--- config.mk ---
export PLATFORM = sky130hd
export DESIGN_NAME = sb_multi_master
export DESIGN_NICKNAME = d
export VERILOG_FILES = /design/src/rtl/sb_pkg.sv /design/src/rtl/sb_multi_master_irq.sv /design/src/rtl/sb_multi_master.sv
export SDC_FILE = /design/constraint.sdc
export NUM_CORES = 1
export LEC_CHECK = 0
export CAP_MARGIN = 20
export CORE_UTILIZATION = 55
export CTS_CLUSTER_DIAMETER = 80
export DETAILED_ROUTE_END_ITERATION = 16
export DONT_BUFFER_PORTS = 1
export PLACE_DENSITY = 0.71
export SLEW_MARGIN = 20
export SYNTH_ARGS = -nofsm -noshare
export SYNTH_HDL_FRONTEND = slang
export SYNTH_HIERARCHICAL = 1
export SYNTH_SLANG_ARGS = --single-unit
--- constraint.sdc ---
create_clock -name sb_clk_i -period 1.8 [get_ports sb_clk_i]
set_input_delay 0.27 -clock sb_clk_i [delete_from_list [all_inputs] [get_ports sb_clk_i]]
set_output_delay 0.27 -clock sb_clk_i [all_outputs]
set_load 0.1 [all_outputs]
--- src/rtl/sb_pkg.sv ---
// Shared definitions for the SB multi-master transaction engine.
package sb_pkg;

    localparam int SB_DW = 8;

    typedef enum logic [1:0] {
        IDLE   = 2'd0,
        STROBE = 2'd1,
        RESP   = 2'd2
    } sb_state_e;

    typedef enum logic [1:0] {
        SB_OK          = 2'b00,
        SB_TIMEOUT     = 2'b01,
        SB_DECODE_MISS = 2'b10
    } sb_err_e;

endpackage

--- src/rtl/sb_multi_master_irq.sv ---
// Single-channel interrupt latch: registered rising-edge detect feeding a
// set-dominant pending bit. The edge is registered before it sets the
// pending bit, so pend follows the irq rising edge by two cycles.
module sb_irq_latch (
    input  logic sb_clk_i,
    input  logic rst_n_i,
    input  logic irq_i,
    input  logic irq_clr_i,
    output logic pend_o
);

    logic prev_q, prev_d;
    logic edge_q, edge_d;
    logic pend_q, pend_d;

    // Edge detect and pending update; a new edge beats a simultaneous clear
    always_comb begin
        prev_d = irq_i;
        edge_d = irq_i & ~prev_q;
        pend_d = pend_q;
        if (edge_q) begin
            pend_d = 1'b1;
        end else if (irq_clr_i) begin
            pend_d = 1'b0;
        end
    end

    // State registers with synchronous active-low reset
    always_ff @(posedge sb_clk_i) begin
        if (!rst_n_i) begin
            prev_q <= 1'b0;
            edge_q <= 1'b0;
            pend_q <= 1'b0;
        end else begin
            prev_q <= prev_d;
            edge_q <= edge_d;
            pend_q <= pend_d;
        end
    end

    assign pend_o = pend_q;

endmodule

--- src/rtl/sb_multi_master.sv ---
// SB transaction engine for up to four iCE40 hard-IP channels.
//
// state  | meaning
// -------+-------------------------------------------------------------
// IDLE   | ready for a request; decode channel from adr[7:4] on accept
// STROBE | sb_stb_o high, waiting for the selected channel's ack
// RESP   | rsp_valid_o high, holding response until rsp_ready_i
//
// Every output is registered. The strobe is low in both RESP and IDLE, so
// consecutive strobes are separated by at least two low cycles.
module sb_multi_master
    import sb_pkg::*;
#(
    parameter int          NUM_CH      = 2,
    parameter logic [15:0] CH_BASE     = 16'h0031,
    parameter int          TIMEOUT_CYC = 64
) (
    input  logic                    sb_clk_i,
    input  logic                    rst_n_i,
    input  logic                    req_valid_i,
    output logic                    req_ready_o,
    input  logic                    req_wr_i,
    input  logic [7:0]              req_adr_i,
    input  logic [SB_DW-1:0]        req_dat_i,
    output logic                    rsp_valid_o,
    input  logic                    rsp_ready_i,
    output logic [SB_DW-1:0]        rsp_dat_o,
    output logic [1:0]              rsp_err_o,
    output logic                    sb_stb_o,
    output logic                    sb_wr_o,
    output logic [7:0]              sb_adr_o,
    output logic [SB_DW-1:0]        sb_dat_o,
    input  logic [NUM_CH-1:0]       sb_ack_i,
    input  logic [SB_DW*NUM_CH-1:0] sb_dat_i,
    input  logic [NUM_CH-1:0]       irq_i,
    input  logic [NUM_CH-1:0]       irq_en_i,
    input  logic [NUM_CH-1:0]       irq_clr_i,
    output logic [NUM_CH-1:0]       irq_pend_o,
    output logic                    irq_o
);

    localparam logic [7:0] CNT_LAST = 8'(TIMEOUT_CYC - 1);

    sb_state_e        state_q, state_d;
    logic             ready_q, ready_d;
    logic [1:0]       sel_q, sel_d;
    logic [7:0]       cnt_q, cnt_d;
    logic             stb_q, stb_d;
    logic             wr_q, wr_d;
    logic [7:0]       adr_q, adr_d;
    logic [SB_DW-1:0] dat_q, dat_d;
    logic             rsp_valid_q, rsp_valid_d;
    logic [SB_DW-1:0] rsp_dat_q, rsp_dat_d;
    logic [1:0]       rsp_err_q, rsp_err_d;

    logic             dec_hit;
    logic [1:0]       dec_ch;
    logic             ack_sel;
    logic [SB_DW-1:0] rdat_sel;

    // Address decode: lowest channel whose base nibble matches adr[7:4]
    always_comb begin
        dec_hit = 1'b0;
        dec_ch  = 2'd0;
        for (int i = NUM_CH - 1; i >= 0; i--) begin
            if (CH_BASE[4*i +: 4] == req_adr_i[7:4]) begin
                dec_hit = 1'b1;
                dec_ch  = 2'(i);
            end
        end
    end

    // Only the selected channel's ack and read data are visible to the FSM
    always_comb begin
        ack_sel  = 1'b0;
        rdat_sel = '0;
        for (int i = 0; i < NUM_CH; i++) begin
            if (sel_q == 2'(i)) begin
                ack_sel  = sb_ack_i[i];
                rdat_sel = sb_dat_i[SB_DW*i +: SB_DW];
            end
        end
    end

    // Transaction FSM next-state and registered-output values
    always_comb begin
        state_d     = state_q;
        ready_d     = ready_q;
        sel_d       = sel_q;
        cnt_d       = cnt_q;
        stb_d       = stb_q;
        wr_d        = wr_q;
        adr_d       = adr_q;
        dat_d       = dat_q;
        rsp_valid_d = rsp_valid_q;
        rsp_dat_d   = rsp_dat_q;
        rsp_err_d   = rsp_err_q;

        case (state_q)
            IDLE: begin
                ready_d = 1'b1;
                if (req_valid_i && ready_q) begin
                    ready_d = 1'b0;
                    if (dec_hit) begin
                        state_d = STROBE;
                        sel_d   = dec_ch;
                        cnt_d   = 8'd0;
                        stb_d   = 1'b1;
                        wr_d    = req_wr_i;
                        adr_d   = req_adr_i;
                        dat_d   = req_dat_i;
                    end else begin
                        state_d     = RESP;
                        rsp_valid_d = 1'b1;
                        rsp_dat_d   = '0;
                        rsp_err_d   = SB_DECODE_MISS;
                    end
                end
            end
            STROBE: begin
                cnt_d = cnt_q + 8'd1;
                // An ack in the expiry cycle still completes normally
                if (ack_sel || (cnt_q == CNT_LAST)) begin
                    state_d     = RESP;
                    stb_d       = 1'b0;
                    wr_d        = 1'b0;
                    adr_d       = '0;
                    dat_d       = '0;
                    rsp_valid_d = 1'b1;
                    if (ack_sel) begin
                        rsp_dat_d = wr_q ? '0 : rdat_sel;
                        rsp_err_d = SB_OK;
                    end else begin
                        rsp_dat_d = '0;
                        rsp_err_d = SB_TIMEOUT;
                    end
                end
            end
            RESP: begin
                if (rsp_ready_i) begin
                    state_d     = IDLE;
                    ready_d     = 1'b1;
                    rsp_valid_d = 1'b0;
                    rsp_dat_d   = '0;
                    rsp_err_d   = SB_OK;
                end
            end
            default: begin
                state_d = IDLE;
            end
        endcase
    end

    // FSM registers; reset discards any transaction in flight
    always_ff @(posedge sb_clk_i) begin
        if (!rst_n_i) begin
            state_q     <= IDLE;
            ready_q     <= 1'b0;
            sel_q       <= 2'd0;
            cnt_q       <= 8'd0;
            stb_q       <= 1'b0;
            wr_q        <= 1'b0;
            adr_q       <= '0;
            dat_q       <= '0;
            rsp_valid_q <= 1'b0;
            rsp_dat_q   <= '0;
            rsp_err_q   <= SB_OK;
        end else begin
            state_q     <= state_d;
            ready_q     <= ready_d;
            sel_q       <= sel_d;
            cnt_q       <= cnt_d;
            stb_q       <= stb_d;
            wr_q        <= wr_d;
            adr_q       <= adr_d;
            dat_q       <= dat_d;
            rsp_valid_q <= rsp_valid_d;
            rsp_dat_q   <= rsp_dat_d;
            rsp_err_q   <= rsp_err_d;
        end
    end

    genvar g;
    generate
        for (g = 0; g < NUM_CH; g++) begin : g_irq
            sb_irq_latch u_irq (
                .sb_clk_i  (sb_clk_i),
                .rst_n_i   (rst_n_i),
                .irq_i     (irq_i[g]),
                .irq_clr_i (irq_clr_i[g]),
                .pend_o    (irq_pend_o[g])
            );
        end
    endgenerate

    assign irq_o       = |(irq_pend_o & irq_en_i);
    assign req_ready_o = ready_q;
    assign rsp_valid_o = rsp_valid_q;
    assign rsp_dat_o   = rsp_dat_q;
    assign rsp_err_o   = rsp_err_q;
    assign sb_stb_o    = stb_q;
    assign sb_wr_o     = wr_q;
    assign sb_adr_o    = adr_q;
    assign sb_dat_o    = dat_q;

endmodule

Word level (Yosys, flattened, before mapping) --
Cells that the tools add are included.
Operators by class: add/sub/neg operators 1, multipliers 0, divide/modulo/power cells 0, magnitude comparators 0, eq/ne operators 11, shift operators 0, multiplexer cells 54, bitwise logic cells 5, reduce and logical (&&, ||, !) cells 16
Operators by type and width (number):
- 2-to-1 mux 8 bit | 15
- case mux 8 bit (2 select lines) | 3
- case mux 8 bit (3 select lines) | 1
- 2-to-1 mux 1 bit | 21
- 2-to-1 mux 2 bit | 8
- case mux 2 bit (3 select lines) | 2
- != test 2 bit (second input constant) | 5
- AND reduction 3 bit | 3
- adder 8 x 1 -> 8 bit (second input constant) | 1
- equality test 8 x 6 -> 1 bit (second input constant) | 1
- nonzero test 2 bit | 4
- case mux 1 bit (2 select lines) | 3
- AND reduction 5 bit | 1
- equality test 1 x 4 -> 1 bit (first input constant) | 1
- equality test 2 x 1 -> 1 bit (second input constant) | 2
- equality test 2 x 4 -> 1 bit (first input constant) | 1
- logical NOT 2 bit | 2
- AND reduction 4 bit | 1
- case mux 1 bit (3 select lines) | 1
- nonzero test 3 bit | 1
- bitwise AND 1 bit | 2
- bitwise AND 2 bit | 1
- equality test 2 bit (second input constant) | 1
- inverter 1 bit | 2
- 4 further kinds | 4
Word-level totals: bits in registers 48, latch bits 0, memory bits (writable) 0, ROM bits 0, input bits 45, output and inout port bits 33, word-level logic and storage cells 104, memories 0

Depth between registers and ports, before layout --
word-level depth 7, depth in mapped cells 7, depth with buffers taken out 6

Hierarchy --
Netlist, hierarchy kept.
Modules (own cells, without submodules):
- sb_multi_master | times used 1, cells each 182, area an instance 1831.8 µm², seq. area each 820.8 µm²
- sb_irq_latch | times used 2, cells each 7, area an instance 96.3 µm², seq. area each 60.1 µm²

Worst setup path before layout --
OpenSTA, ideal clock, no wires.
kind reg2reg, start point register ready_q, in the netlist req_ready_o, end point register wr_q, in the netlist sb_wr_o, setup time 0.118 ns, data arrival time 2.051 ns, data required time 1.682 ns, path slack -0.369 ns, cell stages (with the launch flop) 6, buffers on the path 1, period minus slack after synthesis 2.169 ns, cell sequence dfxtp_1 -> nand2_1 -> o2bb2ai_1 -> a21oi_4 -> buf_6 -> a22o_1
Between the ends: word-level cells in the longest chain between the ends 3
RTL lines:
- start, declared | line sb_multi_master.sv:45 | logic ready_q, ready_d;
- start signal, assigned | line sb_multi_master.sv:170 | ready_q <= ready_d;
- logical AND 1 bit | line sb_multi_master.sv:102 | if (req_valid_i && ready_q) begin
- != test 2 bit (no source line)
- AND reduction 4 bit (no source line)
- end signal, assigned | line sb_multi_master.sv:174 | wr_q <= wr_d;
- end, declared | line sb_multi_master.sv:49 | logic wr_q, wr_d;
Every way passes these cells. A chain may end at the register's enable or synchronous reset.

Worst setup path in the final report --
start point register state_q[1], end point register adr_q[2], in the netlist sb_adr_o[2]
Between the ends: word-level cells in the longest chain between the ends 3, elaborated cells on any way between the ends 8, classes of those cells 4 x eq/ne; 1 x mux; 3 x reduce/logical
RTL lines:
- start, declared | line sb_multi_master.sv:44 | sb_state_e state_q, state_d;
- start signal, assigned | line sb_multi_master.sv:169 | state_q <= state_d;
- equality test 2 x 1 -> 1 bit or logical NOT 2 bit (tied branches) | line sb_multi_master.sv:99 | case (state_q)
- != test 2 bit (no source line) or nonzero test 2 bit (tied branches)
- AND reduction 4 bit (no source line)
- end signal, assigned | line sb_multi_master.sv:175 | adr_q <= adr_d;
- end, declared | line sb_multi_master.sv:50 | logic [7:0] adr_q, adr_d;
Parallel ways exist; a longest one is shown, timed or not.

==> results.yml <==
run_status:
  status: "complete, but fails checks"
  violations: "negative setup slack"
logic_synthesis:
  synthTopCellsByCount: "dfxtp_1 (47), nand2_1 (27), a22o_1 (15), a21oi_1 (12), mux2i_1 (12)"
  avgSynthCellArea_um2: 10.3
  yosysWarnings: 6
  synthCells: 196
  synth_top_area_cell: "dfxtp_1"
  yosysSeqAreaShare_pct: 46.5
  synth_top_area_share_pct: 46.5
  synth_cell_types: 44
  synth_area_leaders: "dfxtp_1 (46%), a22o_1 (6.5%), mux2i_1 (5.9%)"
  synth-edff-count: 0
  ys.flop_type: "dfxtp_1"
  async_flop_share_pct: 0
  ys_ff_latch: 47
  syn-num-nets: 246
  synth.most_common_cell: "dfxtp_1"
  syn-cell-area_um2: 2020
place:
  gp_congestion: 0.766
  io_buffers: 0
  pre_cts_ws_ns: -0.0393
  hpwl_mm: 3.22
clocking:
  htree_levels: 2
  worstSkewPairLatency_ns: 0.30
  clock-sinks: 47
  cts_buffer_depth: 2
  clkTransAtPathRegs_ns: 0.09
  cts_tree: "built"
  cts-root-buf: "clkbuf_8"
  cts_made_buffers: 5
worst_setup_path:
  cp-start-kind: "flop"
  r2r-start: "state_q[1]"
  cp-end-kind: "flop"
  cp_slowest_cell: "or3_4"
  rrSetupSlack_ns: -0.01
  cpPeakStageDelay_ns: 0.34
  cp.arrival_ns: 2.06
  ff2ff_path_depth: 8
  crit_fanout: 8
  r2r-end: "sb_adr_o[2]"
  critical_path_required_ns: 2.05
  critPathKind: "reg -> reg"
  crit_chain: "inv_2 > ha_4 > nand4bb_1 > buf_4 > or3_4 > nor2_4 > clkbuf_16 > a22o_1"
detailed_routing:
  wirelength_mm: 4.83
  vias_per_cell: 5.73
  routedWlPerCell_um: 16.4
  vias: 1686
  ant_nets: 0
  dr.pass1.iters: 4
  drcViolationCount: 0
  drt_iter0_markers: 75
sta:
  period_needed_ns: 1.81
  drv_slew: 0
  hold_viol: 0
  tightestPinTransition_ns: 0.421
  worst_slew_margin_rel_pct: 71.9
  period_share_pct: 101
  hold_ws_ns: 0.0726
  fmax_ghz: 0.552
  setup_viol: 3
  setup_ws_ns: -0.0105
  skew_ns: 0.00838
final_layout:
  nets: 298
  areaGrowthSynthToFinish_pct: 31.3
  drive_gt1_share_pct: 39.9
  fillerInstances: 226
  num_antenna_cells: 0
die:
  start_util_pct: 58.8
  die-width_um: 62.7
  fp-row-count: 21
  num_io_pins: 78
  die_y_um: 62.7
  core_um2: 3440
  fp.dieArea_um2: 3930
min_path:
  worstHoldPathType: "in -> reg"
  hold_path_end: "g_irq[0].u_irq/pend_o"
  hp-start: "rst_n_i"
  hold_depth: 1
power_and_ir_drop:
  p_leak_uw: 0.00111
  power.density_nw_per_um2: 1050
  ir_drop_v: 0.000646
grt:
  grt_pass1_vias: 1452
  grt_max_degree: 23
  grt_pass1_wl_mm: 6.92
  antenna_found_initial: 0
  grt_use_total_pct: 22.7
  overflow: 0
run:
  maxCapViolCount: 0
-- layout make-up --
cell class / instances / area, µm² / share of cell area (%)
inverter: 5 / 18.8 / 0.706
sequential: 47 / 952 / 35.8
clock buffer: 6 / 93.8 / 3.53
clock inverter: 1 / 7.51 / 0.282
multi-input combinational: 136 / 1070 / 40.3
tap: 46 / 57.6 / 2.16
timing repair buffer: 53 / 458 / 17.2
-- registers in the layout, indices dropped and copies added (netlist names) --
register,count
sb_wr_o,1
rsp_valid_o,1
sb_dat_o,8
g_irq.u_irq/prev_q,2
cnt_q,8
rsp_err_o,2
rsp_dat_o,8
sb_stb_o,1
sb_adr_o,8
g_irq.u_irq/edge_q,2
state_q,2
req_ready_o,1
g_irq.u_irq/pend_o,2
sel_q,1
-- worst max-delay path by stage --
stage	start	endpoint	slack, ns
after floorplan	state_q[0]	sb_wr_o	0.09
after global placement	state_q[0]	cnt_q[5]	0.08
after detailed placement	state_q[0]	rsp_dat_o[7]	-0.04
after CTS	state_q[0]	cnt_q[7]	0.006
after global routing	state_q[1]	sb_adr_o[5]	-0.07
final	state_q[1]	sb_adr_o[2]	-0.01
-- power breakdown --
| group | internal, µW | switching [µW] |
|---|---|---|
| Clock | 350 | 338 |
| Sequential | 1100 | 31.0 |
| Combinational | 349 | 611 |
-- routing by layer --
layer,up-vias,wire length [µm],global-route usage [%]
li1,802,-,-
met1,788,1930,26.2
met2,84,2470,39.0
met3,12,324,6.75
met4,0,98,9.01
met5,-,0,0
-- through the flow --
stage                     TNS (ns)  utilization, %  total power, µW  instances  instance area (µm²)
after global routing         -1.03            77.2             2890        294                 2660
after floorplan                  0               -             1820        196                 2030
after global placement           0            69.1             1990        278                 2380
after detailed placement    -0.283            69.1             2020        278                 2380
after CTS                        0            72.8             2700        286                 2510
final                      -0.0231            77.2             2780        294                 2660
-- placed cells by master (no fill, tap or decap), types with 5 or more instances in the layout --
cell,n
a22o_1,14
mux2i_1,12
nand2_1,27
dfxtp_1,40
buf_4,46
a21oi_1,10
dfxtp_2,6
nand3_1,6
mux2_2,8
clkbuf_8,5
-- timing repair --
action                                  in CTS  in global routing
pin swaps                                    2                  8
resized for setup                            2                 17
buffers inserted                             1                  6
cloned                                       0                  2
endpoints found under the setup margin      27                 32
hold buffers                                 0                  0
hold endpoints to repair                     0                  0
-- logic make-up after synthesis --
kind of cell | after synthesis | synth area share (%)
muxes | 21 | 11.5
buffers and inverters | 13 | 3.58
DFF | 47 | 46.5
and+or+nand+nor | 65 | 18.1
AOI/OAI and AO/OA | 45 | 17.2
adders and majority gates | 5 | 3.09
-- critical path, delay by kind of cell (launching register included) --
family | cells | cell delay, ns
flip-flops | 1 | 0.33
adder cells (fa/ha/maj) | 1 | 0.14
AND/OR/NAND/NOR | 3 | 0.70
buffers and inverters | 3 | 0.47
AO/OA/AOI/OAI | 1 | 0.13
Power figures use the tool's default switching activity.
